## config.mk

```make
export PLATFORM = sky130hd
export DESIGN_NAME = audio_sample_conditioner_flat
export DESIGN_NICKNAME = d
export VERILOG_FILES = /design/src/rtl/audio_cond_pkg.sv /design/src/rtl/audio_sample_conditioner_if.sv /design/src/rtl/audio_rate_gen.sv /design/src/rtl/audio_sample_conditioner.sv /design/src/flat_wrapper.sv
export SDC_FILE = /design/constraint.sdc
export NUM_CORES = 1
export LEC_CHECK = 0
export CORE_ASPECT_RATIO = 1.75
export CORE_UTILIZATION = 45
export CTS_BUF_LIST = sky130_fd_sc_hd__clkbuf_4
export CTS_CLUSTER_SIZE = 10
export DETAILED_ROUTE_END_ITERATION = 10
export HOLD_SLACK_MARGIN = 0.15
export PLACE_DENSITY = 0.66
export SYNTH_ARGS = -nofsm -noshare
export SYNTH_HDL_FRONTEND = slang
export SYNTH_SLANG_ARGS = --single-unit
```

## constraint.sdc

```tcl
create_clock -name clk -period 3.3 [get_ports clk]
set_input_delay 0.33 -clock clk [delete_from_list [all_inputs] [get_ports clk]]
set_output_delay 0.33 -clock clk [all_outputs]
set_load 0.02 [all_outputs]
```

## src/rtl/audio_cond_pkg.sv

```systemverilog
// Shared types, constants and saturation helpers for the audio sample conditioner.
// Latency: n/a (declarations only).
// Backpressure: n/a.
package audio_cond_pkg;

    // Volume ramp controller states
    typedef enum logic {
        HOLD = 1'b0,
        RAMP = 1'b1
    } ramp_state_t;

    // Clip indicator hold time in sample strobes (~100 ms at 48 kHz)
    localparam int CLIP_HOLD  = 4800;
    localparam int CLIP_CNT_W = 13;

    // Largest / smallest value representable in a w-bit signed word
    function automatic int sat_max(input int w);
        return (1 << (w - 1)) - 1;
    endfunction

    function automatic int sat_min(input int w);
        return -(1 << (w - 1));
    endfunction

endpackage

```

## src/rtl/audio_sample_conditioner_if.sv

```systemverilog
// Bundles the sample/volume inputs and conditioned outputs of the audio conditioner.
// Latency: n/a (wiring only).
// Backpressure: none; samples are presented every clk and outputs are level/strobe signals.
// Signals: audio_in (CHANNELS*IN_W, ch0 in LSBs), volume (VOL_W), audio_out (CHANNELS*OUT_W),
//          audio_clk, sample_stb, ramp_busy, clip (CHANNELS, only with AUDIO_CLIP_DETECT_EN).
// master = audio source / consumer side, slave = the conditioner.
interface audio_sample_conditioner_if #(
    parameter int CHANNELS = 2,
    parameter int IN_W     = 18,
    parameter int OUT_W    = 16,
    parameter int VOL_W    = 3
);
    logic [CHANNELS*IN_W-1:0]  audio_in;
    logic [VOL_W-1:0]          volume;
    logic [CHANNELS*OUT_W-1:0] audio_out;
    logic                      audio_clk;
    logic                      sample_stb;
    logic                      ramp_busy;
`ifdef AUDIO_CLIP_DETECT_EN
    logic [CHANNELS-1:0]       clip;

    modport master (
        output audio_in, volume,
        input  audio_out, audio_clk, sample_stb, ramp_busy, clip
    );
    modport slave (
        input  audio_in, volume,
        output audio_out, audio_clk, sample_stb, ramp_busy, clip
    );
`else
    modport master (
        output audio_in, volume,
        input  audio_out, audio_clk, sample_stb, ramp_busy
    );
    modport slave (
        input  audio_in, volume,
        output audio_out, audio_clk, sample_stb, ramp_busy
    );
`endif
endinterface

```

## src/rtl/audio_rate_gen.sv

```systemverilog
// Fractional clock divider producing the audio sample clock and a one-clk strobe on its rising edge.
// Latency: outputs registered; audio_clk and sample_stb change on the same clk edge.
// Backpressure: none; free-running.
// Ports: clk, resetn (async active-low), audio_clk_o (~50% duty at SAMPLE_RATE), sample_stb_o.
module audio_rate_gen #(
    parameter int CLK_HZ      = 32000000,
    parameter int SAMPLE_RATE = 48000,
    parameter int ACC_W       = 27
) (
    input  logic clk,
    input  logic resetn,
    output logic audio_clk_o,
    output logic sample_stb_o
);
    // Two toggles per audio period, so the accumulator advances by twice the sample rate
    localparam logic [ACC_W-1:0] STEP = ACC_W'(2 * SAMPLE_RATE);
    localparam logic [ACC_W-1:0] WRAP = ACC_W'(CLK_HZ);

    logic [ACC_W-1:0] acc_q, acc_d, sum;
    logic             aclk_q, aclk_d;
    logic             stb_q, stb_d;

    // Remainder is kept on wrap, so the long-run toggle rate is exact
    always_comb begin
        sum    = acc_q + STEP;
        acc_d  = sum;
        aclk_d = aclk_q;
        stb_d  = 1'b0;
        if (sum >= WRAP) begin
            acc_d  = sum - WRAP;
            aclk_d = ~aclk_q;
            stb_d  = ~aclk_q;   // strobe only on the 0->1 toggle
        end
    end

    always_ff @(posedge clk or negedge resetn) begin
        if (!resetn) begin
            acc_q  <= '0;
            aclk_q <= 1'b0;
            stb_q  <= 1'b0;
        end else begin
            acc_q  <= acc_d;
            aclk_q <= aclk_d;
            stb_q  <= stb_d;
        end
    end

    assign audio_clk_o  = aclk_q;
    assign sample_stb_o = stb_q;

endmodule

```

## src/rtl/audio_sample_conditioner.sv

```systemverilog
// N-channel audio front end: rescale+saturate to OUT_W, ramped 6 dB-step volume, sample-rate hold.
// Latency: audio_in to S3 is 3 clks; audio_out latches S3 on sample_stb and holds between strobes.
// Backpressure: none; input sampled every clk, output is a held level qualified by sample_stb.
// Ports: clk, resetn (async active-low), bus (audio_sample_conditioner_if.slave).
// Optional: define AUDIO_CLIP_DETECT_EN to add per-channel clip indicators (bus.clip).
module audio_sample_conditioner
    import audio_cond_pkg::*;
#(
    parameter int CHANNELS    = 2,
    parameter int IN_W        = 18,
    parameter int OUT_W       = 16,
    parameter int BOOST       = 1,
    parameter int VOL_W       = 3,
    parameter int CLK_HZ      = 32000000,
    parameter int SAMPLE_RATE = 48000,
    parameter int ACC_W       = 27
) (
    input  logic                        clk,
    input  logic                        resetn,
    audio_sample_conditioner_if.slave   bus
);
    localparam int               XW   = OUT_W + BOOST;   // S1 width before saturation
    localparam int               WW   = IN_W + BOOST;    // width after boost shift
    localparam logic [VOL_W-1:0] VMAX = '1;

    logic stb;
    logic aclk;

    audio_rate_gen #(
        .CLK_HZ      (CLK_HZ),
        .SAMPLE_RATE (SAMPLE_RATE),
        .ACC_W       (ACC_W)
    ) u_rate_gen (
        .clk          (clk),
        .resetn       (resetn),
        .audio_clk_o  (aclk),
        .sample_stb_o (stb)
    );

    // ---------------- volume ramp ----------------
    ramp_state_t      state_q, state_d;
    logic [VOL_W-1:0] cur_vol_q, cur_vol_d, step_vol;

    always_comb begin
        state_d   = state_q;
        cur_vol_d = cur_vol_q;
        step_vol  = (bus.volume > cur_vol_q) ? cur_vol_q + 1'b1 : cur_vol_q - 1'b1;
        case (state_q)
            HOLD: begin
                if (bus.volume != cur_vol_q) state_d = RAMP;
            end
            RAMP: begin
                // Target may move at any time; direction follows the current target
                if (bus.volume == cur_vol_q) begin
                    state_d = HOLD;
                end else if (stb) begin
                    cur_vol_d = step_vol;
                    if (step_vol == bus.volume) state_d = HOLD;
                end
            end
            default: state_d = HOLD;
        endcase
    end

    always_ff @(posedge clk or negedge resetn) begin
        if (!resetn) begin
            state_q   <= HOLD;
            cur_vol_q <= '0;
        end else begin
            state_q   <= state_d;
            cur_vol_q <= cur_vol_d;
        end
    end

    // ---------------- per-channel datapath ----------------
    logic [CHANNELS*OUT_W-1:0] out_w;
`ifdef AUDIO_CLIP_DETECT_EN
    logic [CHANNELS-1:0]       clip_w;
`endif

    for (genvar ch = 0; ch < CHANNELS; ch++) begin : g_ch
        logic signed [IN_W-1:0]  in_s;
        logic signed [XW-1:0]    s1_d, s1_q;
        logic signed [OUT_W-1:0] s2_d, s2_q, s3_d, s3_q, out_q;

        assign in_s = bus.audio_in[ch*IN_W +: IN_W];

        // Boost then drop the low bits; the truncating cast keeps the arithmetic-shifted result
        assign s1_d = XW'((WW'(in_s) <<< BOOST) >>> (IN_W - OUT_W));

        always_comb begin
            s2_d = s1_q[OUT_W-1:0];
            if (int'(s1_q) > sat_max(OUT_W)) begin
                s2_d = OUT_W'(sat_max(OUT_W));
            end else if (int'(s1_q) < sat_min(OUT_W)) begin
                s2_d = OUT_W'(sat_min(OUT_W));
            end
        end

        // Gain 0 forces a true zero so negative samples do not leave a -1 residue
        always_comb begin
            s3_d = '0;
            if (cur_vol_q != '0) begin
                s3_d = s2_q >>> (VMAX - cur_vol_q);
            end
        end

        always_ff @(posedge clk or negedge resetn) begin
            if (!resetn) begin
                s1_q  <= '0;
                s2_q  <= '0;
                s3_q  <= '0;
                out_q <= '0;
            end else begin
                s1_q <= s1_d;
                s2_q <= s2_d;
                s3_q <= s3_d;
                if (stb) out_q <= s3_q;
            end
        end

        assign out_w[ch*OUT_W +: OUT_W] = out_q;

`ifdef AUDIO_CLIP_DETECT_EN
        logic                  sat;
        logic [CLIP_CNT_W-1:0] clip_cnt_q, clip_cnt_d;

        assign sat = (int'(s1_q) > sat_max(OUT_W)) || (int'(s1_q) < sat_min(OUT_W));

        // Every saturation reloads the hold window; it then drains one step per strobe
        always_comb begin
            clip_cnt_d = clip_cnt_q;
            if (sat) begin
                clip_cnt_d = CLIP_CNT_W'(CLIP_HOLD);
            end else if (stb && (clip_cnt_q != '0)) begin
                clip_cnt_d = clip_cnt_q - 1'b1;
            end
        end

        always_ff @(posedge clk or negedge resetn) begin
            if (!resetn) begin
                clip_cnt_q <= '0;
            end else begin
                clip_cnt_q <= clip_cnt_d;
            end
        end

        assign clip_w[ch] = (clip_cnt_q != '0);
`endif
    end

    assign bus.audio_out  = out_w;
    assign bus.audio_clk  = aclk;
    assign bus.sample_stb = stb;
    assign bus.ramp_busy  = (state_q == RAMP) | (bus.volume != cur_vol_q);
`ifdef AUDIO_CLIP_DETECT_EN
    assign bus.clip       = clip_w;
`endif

endmodule

```

## src/flat_wrapper.sv

```systemverilog
// flat-port wrapper written by rule: the top's interface ports become plain ports
module audio_sample_conditioner_flat import audio_cond_pkg::*;
#(
    parameter int CHANNELS    = 2,
    parameter int IN_W        = 18,
    parameter int OUT_W       = 16,
    parameter int BOOST       = 1,
    parameter int VOL_W       = 3,
    parameter int CLK_HZ      = 32000000,
    parameter int SAMPLE_RATE = 48000,
    parameter int ACC_W       = 27
)
  (clk, resetn, bus_audio_in, bus_volume, bus_audio_out, bus_audio_clk, bus_sample_stb, bus_ramp_busy);
  audio_sample_conditioner_if #(.CHANNELS(CHANNELS), .IN_W(IN_W), .OUT_W(OUT_W), .VOL_W(VOL_W)) bus_i ();
  input  logic clk;
  input  logic resetn;
  input wire logic [$bits(bus_i.audio_in)-1:0] bus_audio_in;
  input wire logic [$bits(bus_i.volume)-1:0] bus_volume;
  output wire logic [$bits(bus_i.audio_out)-1:0] bus_audio_out;
  output wire logic [$bits(bus_i.audio_clk)-1:0] bus_audio_clk;
  output wire logic [$bits(bus_i.sample_stb)-1:0] bus_sample_stb;
  output wire logic [$bits(bus_i.ramp_busy)-1:0] bus_ramp_busy;
  assign bus_i.audio_in = bus_audio_in;
  assign bus_i.volume = bus_volume;
  assign bus_audio_out = bus_i.audio_out;
  assign bus_audio_clk = bus_i.audio_clk;
  assign bus_sample_stb = bus_i.sample_stb;
  assign bus_ramp_busy = bus_i.ramp_busy;
  audio_sample_conditioner #(.CHANNELS(CHANNELS), .IN_W(IN_W), .OUT_W(OUT_W), .BOOST(BOOST), .VOL_W(VOL_W), .CLK_HZ(CLK_HZ), .SAMPLE_RATE(SAMPLE_RATE), .ACC_W(ACC_W)) u_core (.clk(clk), .resetn(resetn), .bus(bus_i));
endmodule
```

Yosys cells after proc, flatten, opt, wreduce, memory -nomap -nowiden
Cells that the tools add are included. Widths: inputs -> output; s select.

Register bits after elaboration: 163. Input bits: 41.

$add $sub $neg: 5. $lt $le $gt $ge: 6. Equality and inequality tests: 3. Shifts and indexed selects: 2. Mux-type cells: 14. Bitwise gates (word level): 4. Reduce and logical (&&, ||, !) cells: 2.

Operator list (number): $mux 16 (6); $gt 17x16->1 const B (2); $lt 17x16->1 const B (2); $sshr 16x3->16 (2); $add 27x17->27 const B (1); $ge 27x25->1 const B (1); $mux 27 (1); $sub 27x25->27 const B (1); $eq 3x3->1 (2); $mux 1 (5); $add 3x1->3 const B (1); $gt 3x3->1 (1); $mux 3 (1); $ne 3x3->1 (1); $not 1->1 (3); $reduce_and 3->1 (1); $reduce_bool 3->1 (1); $sub 3x1->3 const B (1); $sub 3x3->3 const A (1); $pmux 1 s2 (1); $or 1x1->1 (1).

Depth between registers and ports, before layout
Depth after elaboration: 7. Mapped depth: 15. Mapped depth without buffers: 13.

Hierarchy
A second synthesis with hierarchy kept.

Cells, all modules: 664. Area, all modules: 7374.6 um2.

Modules (own cells, without submodules): audio_sample_conditioner (instances 1, cells each 461, area an instance 5562.8 um2, seq. area each 3353.2 um2); audio_rate_gen (instances 1, cells each 203, area an instance 1811.7 um2, seq. area each 525.5 um2).

Least setup slack after synthesis
No wires, ideal clock.

Path kind: register to register. Start: reg u_core.cur_vol_q[1]. End: reg u_core.state_q. Data arrival time: 2722 ps. Setup slack: 454 ps. Cell stages (with the launch flop): 12. Buffers on the path: 2. Path through: dfrtp_1 clkbuf_1 inv_1 clkbuf_1 ha_1 nor2b_1 o21a_1 o21a_1 fa_1 xor2_1 nand3_1 o31a_1.

Cells in the longest elaborated chain, start to end: 7. Elaborated cells on any way between the ends: 12. Classes of those cells: 2 x add/sub; 1 x order compare; 3 x eq/ne; 6 x mux.

RTL lines: start, declared (line audio_sample_conditioner.sv:42) `logic [VOL_W-1:0] cur_vol_q, cur_vol_d, step_vol;`; start signal, assigned (line audio_sample_conditioner.sv:71) `cur_vol_q <= cur_vol_d;`; $sub 3x1->3, or another cell as far along (line audio_sample_conditioner.sv:47) `step_vol = (bus.volume > cur_vol_q) ? cur_vol_q + 1'b1 : cur_vol_q - 1'b1;`; $mux 3 (line audio_sample_conditioner.sv:47); $eq 3x3->1 (line audio_sample_conditioner.sv:58) `if (step_vol == bus.volume) state_d = HOLD;`; $mux 1 (line audio_sample_conditioner.sv:58); $mux 1 (line audio_sample_conditioner.sv:56) `end else if (stb) begin`; $mux 1 (line audio_sample_conditioner.sv:54) `if (bus.volume == cur_vol_q) begin`; $pmux 1 s2 * (line audio_sample_conditioner.sv:48) `case (state_q)`; net u_core.state_d (line audio_sample_conditioner.sv:41) `ramp_state_t state_q, state_d;`; end signal, assigned (line audio_sample_conditioner.sv:70) `state_q <= state_d;`; end, declared (line audio_sample_conditioner.sv:41).

Mark *: on every way through the listed nets, which the timed path passes. The rest lies on a longest branch. A chain may end at the register's enable or synchronous reset.

Worst setup path in the final report
Start: reg u_core.u_rate_gen.acc_q[9]. End: reg u_core.u_rate_gen.acc_q[20].

Cells in the longest elaborated chain, start to end: 3. Elaborated cells on any way between the ends: 4. Classes of those cells: 2 x add/sub; 1 x order compare; 1 x mux.

RTL lines: start, declared (line audio_rate_gen.sv:19) `logic [ACC_W-1:0] acc_q, acc_d, sum;`; start signal, assigned (line audio_rate_gen.sv:38) `acc_q <= '0;`; start signal, assigned (line audio_rate_gen.sv:42) `acc_q <= acc_d;`; $add 27x17->27 * (line audio_rate_gen.sv:25) `sum = acc_q + STEP;`; $sub 27x25->27 / $ge 27x25->1 (equally long branches) (line audio_rate_gen.sv:30, audio_rate_gen.sv:29); $mux 27 * (line audio_rate_gen.sv:29) `if (sum >= WRAP) begin`; net u_core.u_rate_gen.acc_d[20] (line audio_rate_gen.sv:19).

Marked as above.

==> flow_summary.toml <==
[outcome]
status = "completed"

[finish]
regArea_sq_um = 3880
nNetsFinal = 744
n_fill_cell = 1414
postLayoutCellArea_sq_um = 8330
multi_input_area_sq_um = 2950
post_route_cells_drive_above_1_share_pct = 15.0
syn_to_final_growth_pct = 18.6

[synth]
ys_ff_latch = 155
synth_cells = 622
syn-num-nets = 670
synth_flop_cell = "dfrtp_1"
async_reset_ff_share_pct = 100
ys.warnings.count = 0
yosysSeqAreaShare_pct = 55.2
synthTopCellsByCount = "dfrtp_1, nor2_1, nand2_1"
synthTopCellsByArea = "dfrtp_1, mux2_2, xnor2_1, o21ai_0, nor2_1"
synth.top_cell.area_share_pct = 55.2
ys_types = 64
synth_area_per_cell_sq_um = 11.3
synth_edf_count = 0
yosysTopAreaCell = "dfrtp_1"
synth_most_common_cell = "dfrtp_1"
syn-cell-area_sq_um = 7020

[floorplanning]
pin_count = 76
start_util_pct = 45.8
core-area_sq_um = 15300
dieArea_sq_um = 16100
rows = 60
die_w_um = 96.4
die_h_um = 167

[power_and_ir_drop]
powerDensity_nw_per_um2 = 400
p_leak_nw = 3.49
total_power_mw = 3.33
max-vdd-ir-drop_uv = 230

[setup_path]
worst_ep_required_time_ns = 3.74
ff2ff_path_depth = 11
criticalPathCategory = "reg -> reg"
critPathArrivalTime_ns = 3.46
critical-path-slowest-cell = "dfrtp_1"
cp-start-kind = "flop"
path_cells = "inv_1, ha_1, nor2b_1, o21ai_1, a2111oi_0, o21ai_1, or3_1, and2_1, o21ai_2, nand2_1, a22o_1"
crit_fanout = 9
cp-end-kind = "flop"
critPathMostFrequentCell = "o21ai_1"
critical_path.max_stage_delay_ns = 0.49

[clock_tree]
cts_buffers = 17
clock_latency_ns = 0.55
clockBufferDepth = 2
post-cts-setup-buffer-count = 0
cts_tree = "built"
clock_sinks = 155
ctsRootBufferMaster = "clkbuf_4"
clk_pin_slew_ns = 0.15
cts_max_level = 4

[timing]
setup_viol_count_final = 0
max_freq_mhz = 330
holdWs_ns = 0.201
setup_tns_ns = 0
skew_ns = 0.0165
worst_pin_slew_ns = 1.07
slew_headroom_pct = 28.9
rsz0062_at_grt = "false"
min_period_ns = 3.03
final_hold_viol_count = 0
fin_crit_sh_pct = 91.7
slew_viol_final = 0

[grt]
grt_pass1_wl_um = 22800
overflow = 0
grt_max_degree = 81
grt_pass1_vias = 4754
gr-usage-all-layers_pct = 18.3
antenna_found_initial = 1

[place]
place_hpwl_um = 9650
port_buffers = 73
placed_area_sq_um = 7900
place.gp.congestion = 0.869

[worst_hold_path]
hold-path-cell-count = 1
min_path_type = "in -> reg"

[drt]
routed_via_density = 5.35
wirelength_um = 13300
antenna_left = 0
initialDrtViolationCount = 228
dr.pass1.iters = 4
wl_per_cell_um = 14.9
via_count = 4798
drc = 0

[run]
cap_violations = 0
-- repair_timing --
| item | CTS | global route |
|---|---|---|
| gates resized for setup | 0 | 3 |
| endpoints found under the setup margin | 0 | 10 |
| hold buffers | 7 | 6 |
| endpoints found under the hold margin | 85 | 6 |
-- stage by stage --
stage | setup slack (ns) | utilization [%] | cells
floorplan | 0.454 | - | 622
global placement | 0.274 | 51.6 | 850
detailed placement | 0.211 | 51.6 | 850
CTS | 0.144 | 53.8 | 889
global route | 0.0135 | 54.4 | 896
finish | 0.273 | 54.4 | 896
-- worst max-delay path: cells and delay by family (launching register included) --
family,cells,cell delay (ns)
buf+inv,1,0.11
simple gates,4,0.83
compound gates,5,1.21
flops,1,0.49
fa+ha+maj,1,0.27
-- metal layers --
metal / share of wire, % / track usage, % / up-vias
met2: 51 / 29.8 / 106
met1: 43 / 23.1 / 2337
met5: 0 / 0 / -
met4: 3.0 / 8.31 / 0
met3: 3.1 / 3.54 / 27
li1: - / - / 2328
-- cell type report --
class,count,area share [%]
sequential,155,46.6
multi-input combinational,415,35.4
timing repair buffer,94,11.2
tap,186,2.79
clock inverter,15,1.79
clock buffer,17,1.53
inverter,13,0.586
antenna,1,0.0301
-- cell families after synthesis --
kind of cell	count (synthesis)	synth area share, %
buffers and inverters	52	2.99
muxes	62	10.0
xor gates and xnor gates	32	3.99
adders and majority gates	22	3.49
AOI/OAI and AO/OA	141	13.3
DFF	155	55.2
and+or+nand+nor	158	11.0
-- cell usage in the layout, fill, tap and decap left out, types with 6 or more instances in the layout --
cell             netlist  routed
a211oi_1              11      11
buf_4                  0       7
o21bai_1               7       7
o21ai_0               43      43
inv_1                 12      12
maj3_1                15      15
mux2i_1               15      15
dfrtp_1              155     154
dlygate4sd3_1          0      13
a22o_1                12      12
nor2b_1                9       9
nor3_1                 6       6
xor2_1                 7       7
clkdlybuf4s50_1        0      72
nand2_1               49      49
ha_1                   6       6
nor2_1                53      53
clkbuf_4               0      17
nand3_1                7       7
mux2_2                45      45
xnor2_1               25      25
a21oi_1               30      30
-- registers in the layout (all words and copies together), names as in the netlist, 3 cells and up --
name,flops
u_core.cur_vol_q,3
u_core.g_ch.out_q,32
u_core.g_ch.s1_q,34
u_core.g_ch.s2_q,32
u_core.g_ch.s3_q,32
u_core.u_rate_gen.acc_q,19
-- worst paths after layout --
path / from / endpoint / slack [ns]
worst min register to register: u_core.g_ch[1].s1_q[16]$_DFF_PN0_ / u_core.g_ch[1].s2_q[15]$_DFF_PN0_ / 0.42
max in group asynchronous: resetn / u_core.g_ch[0].s2_q[13]$_DFF_PN0_ / 2.09
min in group asynchronous: resetn / u_core.u_rate_gen.acc_q[15]$_DFF_PN0_ / 0.35
worst min-delay path: bus_audio_in[12] / u_core.g_ch[0].s1_q[11]$_DFF_PN0_ / 0.20
worst max-delay path: u_core.u_rate_gen.acc_q[9]$_DFF_PN0_ / u_core.u_rate_gen.acc_q[20]$_DFF_PN0_ / 0.27
worst max register to register: u_core.u_rate_gen.acc_q[9]$_DFF_PN0_ / u_core.u_rate_gen.acc_q[20]$_DFF_PN0_ / 0.27
-- power breakdown --
group / switching, mW / internal (mW)
Combinational: 0.105 / 0.112
Sequential: 0.0488 / 1.98
Clock: 0.748 / 0.340
(Power assumes the default switching activity.)
